File: config.mk
export PLATFORM = sky130hd
export DESIGN_NAME = radix4_mac
export DESIGN_NICKNAME = d
export VERILOG_FILES = /design/src/rtl/arith_pkg.sv /design/src/rtl/radix4_multiple.sv /design/src/rtl/radix4_mac.sv
export SDC_FILE = /design/constraint.sdc
export NUM_CORES = 1
export LEC_CHECK = 0
export CORE_MARGIN = 5
export CORE_UTILIZATION = 60
export CTS_CLUSTER_SIZE = 12
export DETAILED_ROUTE_END_ITERATION = 6
export DONT_BUFFER_PORTS = 1
export GPL_ROUTABILITY_DRIVEN = 0
export GPL_TIMING_DRIVEN = 1
export HOLD_SLACK_MARGIN = 0.02
export PLACE_DENSITY = 0.78
export SLEW_MARGIN = 20
export SYNTH_ARGS = -nofsm -noshare
export SYNTH_HDL_FRONTEND = slang
export SYNTH_SLANG_ARGS = --single-unit
File: constraint.sdc
create_clock -name clk -period 5.16 [get_ports clk]
set_input_delay 1.29 -clock clk [delete_from_list [all_inputs] [get_ports clk]]
set_output_delay 1.29 -clock clk [all_outputs]
set_load 0.03 [all_outputs]
File: src/rtl/arith_pkg.sv
// Shared arithmetic definitions for the radix-4 multiply-accumulate and SRT divider datapath.
// Holds the sequencer state encoding and the digit geometry.
package arith_pkg;

    typedef enum logic [1:0] {
        ST_IDLE = 2'd0,
        ST_CALC = 2'd1,
        ST_ADD  = 2'd2
    } state_t;

    localparam int DIGIT_BITS = 2;

    // Radix-4 digit count for an operand width; the divider uses the same iteration count.
    function automatic int radix4_digits(input int width);
        return width / DIGIT_BITS;
    endfunction

endpackage

File: src/rtl/radix4_multiple.sv
// Combinational digit multiple d*B for a radix-4 digit d in 0..3.
// The result is WIDTH+2 bits wide so that 3*B never overflows.
module radix4_multiple
    import arith_pkg::*;
#(
    parameter int WIDTH = 8
) (
    input  logic [DIGIT_BITS-1:0] d,
    input  logic [WIDTH-1:0]      B,
    output logic [WIDTH+1:0]      M
);

    logic [WIDTH+1:0] b_ext;

    assign b_ext = {2'b00, B};

    always_comb begin
        M = '0;
        case (d)
            2'd0: M = '0;
            2'd1: M = b_ext;
            2'd2: M = b_ext << 1;
            2'd3: M = (b_ext << 1) + b_ext;
            default: M = '0;
        endcase
    end

endmodule

File: src/rtl/radix4_mac.sv
// Sequential radix-4 multiply-accumulate: P = A*B + C, two multiplier bits per cycle, MSB digit first.
// A result takes WIDTH/2 digit cycles plus one cycle for the final addend.
module radix4_mac
    import arith_pkg::*;
#(
    parameter int WIDTH = 8
) (
    input  logic               clk,
    input  logic               resetn,
    input  logic               start,
    input  logic [WIDTH-1:0]   A,
    input  logic [WIDTH-1:0]   B,
    input  logic [WIDTH-1:0]   C,
    output logic [2*WIDTH-1:0] P,
    output logic               busy,
    output logic               done
);

    localparam int DIGITS = radix4_digits(WIDTH);
    localparam int CNT_W  = (DIGITS > 1) ? $clog2(DIGITS) : 1;
    localparam logic [CNT_W-1:0] LAST_CNT = CNT_W'(DIGITS - 1);

    state_t                 state_reg, state_next;
    logic [WIDTH-1:0]       a_reg, b_reg, c_reg;
    logic [2*WIDTH-1:0]     acc_reg, p_reg;
    logic [CNT_W-1:0]       cnt_reg;
    logic                   done_reg;

    logic [DIGIT_BITS-1:0]  digit_arr [DIGITS];
    logic [DIGIT_BITS-1:0]  digit;
    logic [WIDTH+1:0]       multiple;
    logic [2*WIDTH-1:0]     acc_next;

    // Digit i is taken from the top of A downwards, so digit 0 is the most significant.
    generate
        for (genvar gi = 0; gi < DIGITS; gi++) begin : g_digit
            assign digit_arr[gi] = a_reg[WIDTH-1-DIGIT_BITS*gi -: DIGIT_BITS];
        end
    endgenerate

    assign digit = digit_arr[cnt_reg];

    radix4_multiple #(
        .WIDTH (WIDTH)
    ) u_multiple (
        .d (digit),
        .B (b_reg),
        .M (multiple)
    );

    assign acc_next = {acc_reg[2*WIDTH-3:0], 2'b00} + {{(WIDTH-2){1'b0}}, multiple};

    always_comb begin
        state_next = state_reg;
        case (state_reg)
            ST_IDLE: if (start) state_next = ST_CALC;
            ST_CALC: if (cnt_reg == LAST_CNT) state_next = ST_ADD;
            ST_ADD:  state_next = ST_IDLE;
            default: state_next = ST_IDLE;
        endcase
    end

    always_ff @(posedge clk or negedge resetn) begin
        if (!resetn) begin
            state_reg <= ST_IDLE;
        end else begin
            state_reg <= state_next;
        end
    end

    always_ff @(posedge clk or negedge resetn) begin
        if (!resetn) begin
            a_reg    <= '0;
            b_reg    <= '0;
            c_reg    <= '0;
            acc_reg  <= '0;
            cnt_reg  <= '0;
            p_reg    <= '0;
            done_reg <= 1'b0;
        end else begin
            done_reg <= 1'b0;
            case (state_reg)
                ST_IDLE: begin
                    if (start) begin
                        a_reg   <= A;
                        b_reg   <= B;
                        c_reg   <= C;
                        acc_reg <= '0;
                        cnt_reg <= '0;
                    end
                end
                ST_CALC: begin
                    acc_reg <= acc_next;
                    cnt_reg <= cnt_reg + CNT_W'(1);
                end
                ST_ADD: begin
                    // Worst case (2^W-1)^2 + (2^W-1) still fits in 2*WIDTH bits.
                    p_reg    <= acc_reg + {{WIDTH{1'b0}}, c_reg};
                    done_reg <= 1'b1;
                end
                default: ;
            endcase
        end
    end

    assign busy = (state_reg != ST_IDLE);
    assign P    = p_reg;
    assign done = done_reg;

endmodule

# Yosys cells after proc, flatten, opt, wreduce, memory -nomap -nowiden
# Cells that the tools add are included.
[totals] register_bits=61 output_inout_bits=18 elab_cells=41
[classes] addsub=4 n_lt_le_gt_ge=1 eq_ne=8 mux=12 n_bitwise=1 n_reduce_logical=7
[op_table] operator="10-bit one-hot mux with 4 select lines" count=1
[op_table] operator="16-bit one-hot mux with 2 select lines" count=1
[op_table] operator="16-bit by 10-bit adder with 16-bit output" count=1
[op_table] operator="16-bit by 8-bit adder with 16-bit output" count=1
[op_table] operator="16-bit 2-to-1 mux" count=1
[op_table] operator="9-bit by 8-bit adder with 10-bit output" count=1
[op_table] operator="2-bit 2-to-1 mux" count=5
[op_table] operator="2-bit equality test, second input constant" count=4
[op_table] operator="2-bit one-hot mux with 2 select lines" count=2
[op_table] operator="2-bit AND reduction" count=3
[op_table] operator="2-bit binary-select mux with 2-bit select" count=1
[op_table] operator="2-bit by 1-bit equality test with 1-bit output, second input constant" count=2
[op_table] operator="2-bit zero test" count=2
[op_table] operator="2-bit inequality test, second input constant" count=2
[op_table] operator="2-bit nonzero test" count=2
[op_table] operator="3-bit greater-or-equal comparator, second input constant" count=1
[op_table] operator="2-bit inverter with 3-bit output" count=1
[op_table] operator="2-bit by 1-bit adder with 2-bit output, second input constant" count=1
[op_table] operator="1-bit 2-to-1 mux" count=1

# Logic depth before layout (Yosys ltp)
# Gate-level depths: netlist of the first run.
[depth] word_depth=8 ltp_mapped=14 depth_no_buf=14

# Modules after synthesis
# A second synthesis of the first run with hierarchy kept.
[hier_totals] hier_cells=446 area_unflattened_um2=3931.3
[by_module_without_submodules] mod="radix4_mac" instances=1 cells_each=377 area_per_inst_um2=3443.3 seq_area_each_um2=1526.5
[by_module_without_submodules] mod="radix4_multiple" instances=1 cells_each=69 area_per_inst_um2=488.0 seq_area_each_um2=0.0

# Least setup slack after synthesis of the first run
# No wires, ideal clock.
[synth_timing] path_type="register to register" from="register b_reg[1]" to="register acc_reg[9]" t_arrival_ps=3005 setup_slack_ps=2086 stages_incl_launch_ff=14 path_buffers=0 period_less_slack_ps=3074 cell_sequence="dfrtp_1 -> ha_1 -> inv_1 -> fa_1 -> nor2b_1 -> o31a_1 -> a211oi_1 -> a221o_1 -> ha_1 -> a21o_1 -> a21oi_2 -> a21oi_1 -> or4_1 -> nand3_1"
[synth_via] elab_chain_cells=4
[synth_lines] element="start: declaration" line="radix4_mac.sv:24" source="logic [WIDTH-1:0] a_reg, b_reg, c_reg;"
[synth_lines] element="start signal: assignment" line="radix4_mac.sv:74" source="b_reg <= '0;"
[synth_lines] element="start signal: assignment" line="radix4_mac.sv:86" source="b_reg <= B;"
[synth_lines] element="9-bit by 8-bit adder with 10-bit output" line="radix4_multiple.sv:23" source="2'd3: M = (b_ext << 1) + b_ext;"
[synth_lines] element="10-bit one-hot mux with 4 select lines (*)" line="radix4_multiple.sv:19" source="case (d)"
[synth_lines] element="16-bit by 10-bit adder with 16-bit output (*)" line="radix4_mac.sv:51" source="assign acc_next = {acc_reg[2*WIDTH-3:0], 2'b00} + {{(WIDTH-2){1'b0}}, multiple};"
[synth_lines] element="16-bit one-hot mux with 2 select lines (*)" line="radix4_mac.sv:82" source="case (state_reg)"
[synth_lines] element="end signal: assignment" line="radix4_mac.sv:93" source="acc_reg <= acc_next;"
[synth_lines] element="end: declaration" line="radix4_mac.sv:25" source="logic [2*WIDTH-1:0] acc_reg, p_reg;"
# Mark *: on every way between the ends. The rest lies on a longest branch, timed or not.
# A chain may end at the register's enable or synchronous reset.

# Worst setup path after layout of the first run
# Ends and elaborated chain as after synthesis.

==> results.tsv, run 1 <==
metric	value	unit
final_cells	508	
drt-total-wl	7890	um
ctsHoldBuffers	0	
slew_violations	0	
required	5.43	ns
period_share	65.0	%
power_frac_comb	51.1	%
status	complete, no violations	
p_per_area	774	nW/um^2
cap_violations	0	
cts_tree	done	
path_class	reg -> reg	
dr.first_iter.drc_count	201	
reg2reg_depth	13	
path_clk_slew	0.08	ns
synth_area_per_cell	8.81	um^2
core_area	6280	um^2
cts-htree-levels	3	
num_rows	29	
synth.largest_area_cell	dfrtp_1	
die_area	8040	um^2
switching_share	47.0	%
ys_seq_area_share	40.1	%
synth_top_area_share	40.1	%
worst_pin_slew	0.985	ns
fmax	0.298	GHz
synth-seq-cells	61	
grt_pass1_wl	14000	um
ys_top_cells_by_area	dfrtp_1, nand2_1, ha_1	
fin_area	4080	um^2
die_x	89.7	um
clkLatencyLatePin	0.33	ns
dr_total_vias	3058	
drc	0	
synth_fp_nets	488	
netlist_instances	432	
startpoint_type	flop	
cts_root_buffer	clkbuf_8	
grtUsageTotal	22.3	%
finish.utilization	64.9	%
grt_pass1_vias	3051	
ir_drop	0.419	mV
grt_overflow	0	
start_util	60.7	%
setup_viol	0	
drive_gt1_share	6.50	%
port_buffers	0	
antenna_left	0	
relSlewSlack	34.2	%
vias_per_cell	6.02	
synthFlopType	dfrtp_1	
pwr-share-clk	15.6	%
end_kind	flop	
synth.lib_cells_used.distinct	54	
pre_cts_slack	1.84	ns
holdPathStages	2	
dp_hpwl	5690	um
power	3.15	mW
routedWlPerCell	15.5	um
power.switching	1.48	mW
syn_area	3810	um^2
r2r_slack	1.81	ns
fin_crit	3.35	ns
dr.pass1.iters	4	
cts_setup_buffers	0	
min_path_type	reg -> reg	
area_growth	7.03	%
setup_tns	0	ns
diodes	0	
nFillCells	519	
placed_cell_area	3840	um^2
nets	482	
synth_edf_count	0	
io_pins	45	
holdWs	0.475	ns
die_h	89.7	um
seqPwrFrac	33.3	%
rsz0062_at_grt	false	
post_cts_resized	0	
grt_max_degree	62	
cts_sinks	61	
power.leakage	1.86	nW
cts_buffer_depth	2	
cts_buffers	9	
yosysWarnings	0	
antenna_found_initial	0	
intPower	1.67	mW
critPathArrivalTime	3.62	ns
synthArstFlopShare	100	%
fin_ws	1.81	ns
worst_clock_skew	0.00794	ns
hold_viol	0	
placed_cells	492	
worst-path-max-fanout	5	
==> per-layer routing <==
layer  wire (um)  part of all wire [%]  vias to the layer above  track usage, %
met5           0                     0                        -               0
met4         160                   2.0                        0            7.17
met3         329                   4.2                       14            4.93
met2        3680                    47                       76            35.7
met1        3730                    47                     1430            30.3
li1            -                     -                     1538               -
==> critical path, stage by stage (launching register included) <==
cell and delay, ns:
dfrtp_1 0.43, ha_1 0.23, inv_1 0.06, fa_1 0.40, nor2b_1 0.16, o31a_1 0.22
a211oi_1 0.06, a221o_1 0.27, ha_1 0.35, a21o_1 0.21, a21oi_2 0.20, a21oi_1 0.12
or4_1 0.47, nand3_1 0.10
==> synthesized netlist by cell type, types with 6 or more instances <==
cell       n
o21ai_1    6
a211oi_1  11
a21o_1     6
nand2_1   98
dfrtp_1   61
nor2_1    17
inv_1     12
o21ai_0   37
xnor2_1    7
nand3_1   21
ha_1      26
a21oi_1   13
xor2_1     9
clkbuf_1  17
==> logic make-up (layout without fill, tap and decap cells) <==
group                      Yosys count  count (layout)  synth area share, %
xor gates and xnor gates            16              16                 3.68
AOI/OAI and AO/OA                  117             117                 20.3
DFF                                 61              61                 40.1
muxes                                4               4                 1.77
adders and majority gates           29              29                 10.1
buffers and inverters               33              32                 3.48
and+or+nand+nor                    172             172                 20.5
==> power by group through the flow <==
stage               clock (mW)  combinational, mW  sequential (mW)
finish                   0.490               1.61             1.05
global route             0.526               1.84             1.09
CTS                      0.498               1.61             1.05
detailed placement           0               1.60             1.06
global placement             0               1.55             1.06
floorplan                    0               1.35            0.967
==> area by class of cell <==
type	count	area (um^2)	area share [%]
Multi-Input combinational cell	338	2150	52.7
Sequential cell	61	1530	37.5
Clock buffer	10	138	3.38
Tap cell	77	96.3	2.36
Clock inverter	6	93.8	2.30
Inverter	13	48.8	1.20
Timing Repair Buffer	3	22.5	0.553
==> placed cells by master, fill, tap and decap left out, types with 6 or more instances in the layout <==
master	instances
ha_1	26
a21oi_1	13
xnor2_1	7
nand2_1	98
o21ai_0	37
xor2_1	9
dfrtp_1	61
nor2_1	17
o21ai_1	6
clkbuf_8	10
a21o_1	6
nand3_1	21
inv_1	12
a211oi_1	11
==> path summary, 6_finish.rpt <==
kind | start | endpoint
max | b_reg[1] | acc_reg[9]
min | a_reg[0] | a_reg[0]
max reg2reg | b_reg[1] | acc_reg[9]
min reg2reg | a_reg[0] | a_reg[0]
max in group asynchronous | resetn | a_reg[1]
min in group asynchronous | resetn | acc_reg[10]
Note: power is estimated with default switching activity, not from simulation.
==> run 2, diff against run 1 <==
--- a/config.mk
+++ b/config.mk
@@ -6,7 +6,7 @@
 export NUM_CORES = 1
 export LEC_CHECK = 0
 export CORE_MARGIN = 5
-export CORE_UTILIZATION = 60
+export CORE_UTILIZATION = 58
 export CTS_CLUSTER_SIZE = 12
 export DETAILED_ROUTE_END_ITERATION = 6
 export DONT_BUFFER_PORTS = 1
==> constraint.sdc (replaced) <==
create_clock -name clk -period 2.85 [get_ports clk]
set_input_delay 0.7125 -clock clk [delete_from_list [all_inputs] [get_ports clk]]
set_output_delay 0.7125 -clock clk [all_outputs]
set_load 0.03 [all_outputs]
==> results.tsv, run 2 (synthesis gave the netlist of run 1 again) <==
metric	value	unit
status	finished, violations left	
violations	setup timing	
startpoint_type	flop	
ir_drop	0.831	mV
area_growth	21.5	%
period_share	114	%
dr.pass1.iters	5	
power.switching	3.04	mW
nets	535	
worst_pin_slew	0.813	ns
drive_gt1_share	23.0	%
cts-htree-levels	3	
reg2reg_depth	12	
ctsHoldBuffers	0	
min_path_type	in -> async	
cts_buffer_depth	2	
seqPwrFrac	28.2	%
start_util	59.6	%
cp_slowest_cell	or4_4	
drt-total-wl	9190	um
cts_sinks	61	
power.leakage	2.12	nW
reg2reg_from	b_reg[1]	
core_area	6390	um^2
worstSetupStartpoint	b_reg[1]	
dr.first_iter.drc_count	233	
path_cells	buf_4 -> ha_1 -> a211oi_2 -> o21bai_1 -> a21oi_1 -> xor2_1 -> o21ai_0 -> ha_1 -> nand4_1 -> a21oi_2 -> or4_4 -> nand3_1	
worst_clock_skew	0.0108	ns
clkLatencyLatePin	0.35	ns
fin_crit	3.24	ns
pre_cts_slack	-0.306	ns
setup_viol	10	
grt_pass1_wl	15700	um
path_buf_inv	1	
dr_total_vias	3356	
port_buffers	0	
grt_pass1_vias	3405	
antenna_found_initial	0	
worst-path-max-fanout	4	
final_cell_mix	nand2_1, dfrtp_1, buf_4	
hold_viol	0	
grtUsageTotal	23.3	%
cp_common_cell	ha_1	
die_h	91.0	um
die_area	8280	um^2
grt_max_degree	62	
fin_ws	-0.392	ns
intPower	3.62	mW
path_clk_slew	0.07	ns
io_pins	45	
holdWs	0.0497	ns
p_per_area	1440	nW/um^2
relSlewSlack	45.8	%
cts_tree	done	
power_frac_comb	60.0	%
crit_family	simple AND/OR/NAND/NOR gates	
vias_per_cell	5.99	
cts_root_buffer	clkbuf_8	
critPathArrivalTime	3.52	ns
slew_violations	0	
final_common_cell	nand2_1	
switching_share	45.7	%
r2r_slack	-0.39	ns
end_kind	flop	
drc	0	
cap_violations	0	
die_x	91.0	um
required	3.13	ns
diodes	0	
rsz0062_at_grt	true	
rr_endpoint	acc_reg[9]	
cp.depth	12	
num_rows	29	
cts_buffers	9	
fin_area	4620	um^2
grt_overflow	0	
cpPeakStageDelay	0.55	ns
routedWlPerCell	16.4	um
cp-endpoint	acc_reg[9]	
antenna_left	0	
path_class	reg -> reg	
fmax	0.308	GHz
placed_cell_area	4230	um^2
dp_hpwl	6210	um
pwr-share-clk	11.8	%
-- run 2: cell types whose count changed in the layout (fill, tap and decap cells not counted), sizes merged --
cell	delta
buf	+53
clkbuf	+1
inv	-1
bufinv	-1
-- run 2: power by group through the flow --
stage,Sequential [mW],Combinational (mW),Clock [mW]
floorplan,1.76,2.54,0
global placement,1.86,3.41,0
detailed placement,1.88,3.54,0
CTS,1.87,3.76,0.799
global route,1.94,4.46,0.847
finish,1.88,4.00,0.786
-- run 2: per-layer routing --
metal  global-route usage [%]  vias to the layer above  part of all wire (%)
li1                         -                     1638                     -
met1                     29.9                     1585                    43
met2                     37.0                      108                    49
met3                     5.04                       25                   5.6
met4                     11.6                        0                   2.9
met5                        0                        -                     0
-- run 2: how the worst min path moves through the flow --
stage | startpoint | endpoint | depth (start not counted)
floorplan | resetn | P[0] | 0
global placement | resetn | P[2] | 0
detailed placement | resetn | P[2] | 0
CTS | resetn | acc_reg[2] | 0
global route | resetn | acc_reg[3] | 0
finish | resetn | acc_reg[3] | 0
-- run 2: timing repair --
item	4_1_cts	5_1_grt
endpoints found under the setup margin	10	11
pin swaps	17	11
setup buffers	4	5
resized for setup	16	12
-- run 2: area by class of cell --
class / instances / area (um^2)
multi-input cells: 338 / 2330
fillers: 488 / 1760
flip-flops and latches: 61 / 1530
repair buffers: 56 / 424
clock buffers: 11 / 151
well taps: 77 / 96.3
inverters: 13 / 48.8
clock inverters: 4 / 47.5
-- run 2: per-stage QoR --
stage | TNS (ns) | power (mW) | cells | util (%)
5_1_grt | -4.62 | 7.24 | 560 | 72.4
2_1_floorplan | -0.793 | 4.30 | 432 | -
3_3_place_gp | -1.33 | 5.27 | 536 | 66.2
6_report | -2.98 | 6.66 | 560 | 72.4
4_1_cts | -1.89 | 6.43 | 555 | 70.9
3_5_place_dp | -2.14 | 5.42 | 536 | 66.2
==> run 3, diff against run 2 <==
--- a/config.mk
+++ b/config.mk
@@ -11,7 +11,7 @@
 export DETAILED_ROUTE_END_ITERATION = 6
 export DONT_BUFFER_PORTS = 1
 export GPL_ROUTABILITY_DRIVEN = 0
-export GPL_TIMING_DRIVEN = 1
+export GPL_TIMING_DRIVEN = 0
 export HOLD_SLACK_MARGIN = 0.02
 export PLACE_DENSITY = 0.78
 export SLEW_MARGIN = 20
==> results.tsv, run 3 (synthesis gave the netlist of run 1 again) <==
metric	value	unit
cts_buffer_depth	2	
nets	531	
core_area	6390	um^2
final_cell_mix	nand2_1, dfrtp_1, o21ai_0, buf_4	
dr.first_iter.drc_count	278	
dr_total_vias	3484	
ctsHoldBuffers	0	
start_util	59.6	%
drc	0	
hold_viol	0	
period_share	111	%
cts_tree	done	
finish.utilization	72.3	%
busiest_layer	met2	
die_area	8280	um^2
cts_root_buffer	clkbuf_8	
crit_family	compound AO/OA/AOI/OAI gates	
met3_usage	4.46	%
final_cells	557	
nFillCells	463	
power.leakage	2.04	nW
worst_pin_slew	0.614	ns
drive_gt1_share	21.5	%
path_class	reg -> reg	
cap_violations	0	
pwr-share-clk	11.2	%
antenna_left	0	
required	3.08	ns
grt_util_met1	30.5	%
path_clk_slew	0.07	ns
grtUsageTotal	24.4	%
dr.pass1.iters	6	
grt_pass1_vias	3494	
min_path_type	in -> async	
routedWlPerCell	18.1	um
fin_ws	-0.316	ns
worst-path-max-fanout	4	
path_cells	ha_4 -> inv_2 -> fa_2 -> nor2b_2 -> o31a_1 -> o21ai_1 -> a211oi_2 -> ha_4 -> and2_4 -> a311o_1 -> a32o_2 -> a31oi_1 -> nand3_1	
path_buf_inv	1	
worst_clock_skew	0.00959	ns
io_pins	45	
p_per_area	1480	nW/um^2
relSlewSlack	59.1	%
vias_per_cell	6.25	
final_common_cell	nand2_1	
fin_crit	3.17	ns
cts-htree-levels	3	
violations	setup timing	
slew_violations	0	
num_rows	29	
setup_viol	9	
cts_buffers	9	
ir_drop	0.957	mV
dp_hpwl	6210	um
cts_sinks	61	
antenna_found_initial	0	
setup_tns	-2.14	ns
die_x	91.0	um
critPathArrivalTime	3.39	ns
intPower	3.63	mW
drt-total-wl	10100	um
grt_max_degree	62	
startpoint_type	flop	
cpPeakStageDelay	0.41	ns
cp_slowest_cell	dfrtp_2	
fmax	0.316	GHz
power_frac_comb	61.2	%
end_kind	flop	
die_h	91.0	um
port_buffers	0	
rsz0062_at_grt	true	
cp_common_cell	ha_4	
power.switching	3.21	mW
switching_share	46.9	%
placed_cells	509	
grt_overflow	0	
seqPwrFrac	27.5	%
diodes	0	
area_growth	21.3	%
grt_pass1_wl	16500	um
clkLatencyLatePin	0.35	ns
gr-usage-met2	40.6	%
status	finished, violations left	
==> run 3: changes by cell type in the layout (fill, tap and decap cells not counted), sizes merged <==
cell,before,now
buf,56,35
clkbuf,11,29
==> run 3: power by group through the flow <==
stage	Sequential [mW]	Combinational, mW	Clock [mW]
floorplan	1.76	2.54	0
global placement	1.85	2.99	0
detailed placement	1.86	3.11	0
CTS	1.85	3.64	0.780
global route	1.94	4.60	0.829
finish	1.88	4.19	0.769
==> run 3: path summary, 6_finish.rpt <==
path                            cells past startpoint           to  slack (ns)     start
worst max-delay path                               13  acc_reg[11]       -0.32  b_reg[1]
worst min-delay path                                0         P[8]        0.05    resetn
worst max register to register                     13  acc_reg[11]       -0.32  b_reg[1]
worst min register to register                      2     a_reg[5]        0.48  a_reg[5]
max in group asynchronous                           0   cnt_reg[0]        2.69    resetn
min in group clk                                    2     b_reg[0]        0.46      B[0]
==> run 3: repair_timing <==
action                                  CTS  global route
endpoints found under the setup margin   10            11
buffers inserted                         28             5
gates resized for setup                  19            29
cloned                                    0             0
pin swaps                                24            13
==> run 3: worst reg2reg max path, stage by stage (launching register included) <==
cell	delay, ns
dfrtp_2	0.41
ha_4	0.15
inv_2	0.04
fa_2	0.35
nor2b_2	0.15
o31a_1	0.22
o21ai_1	0.11
a211oi_2	0.30
ha_4	0.27
and2_4	0.17
a311o_1	0.31
a32o_2	0.25
a31oi_1	0.20
nand3_1	0.12
==> run 3: through the flow <==
step	instance area, um^2	total power, mW	setup slack, ns	hold slack (ns)
finish	4620	6.84	-0.316	0.0511
global route	4620	7.37	-0.427	0.0353
CTS	4460	6.27	-0.229	0.0454
detailed placement	3960	4.98	-0.593	0.418
global placement	3960	4.84	-0.540	0.419
floorplan	3860	4.30	-0.134	0.417
==> run 3: cell type report <==
| type | instances | area [um^2] | area share [%] |
|---|---|---|---|
| repair buffers | 32 | 248 | 5.36 |
| inverters | 13 | 48.8 | 1.06 |
| plain buffers | 20 | 83.8 | 1.81 |
| clock inverters | 4 | 47.5 | 1.03 |
| multi-input cells | 338 | 2420 | 52.4 |
| well taps | 77 | 96.3 | 2.09 |
| clock buffers | 12 | 145 | 3.14 |
| flip-flops and latches | 61 | 1530 | 33.2 |
==> run 3: layer usage <==
layer  wire, um  vias to the layer above
met3        690                       42
met5          0                        -
met1       4020                     1637
met2       4990                      172
met4        401                        0
li1           -                     1633
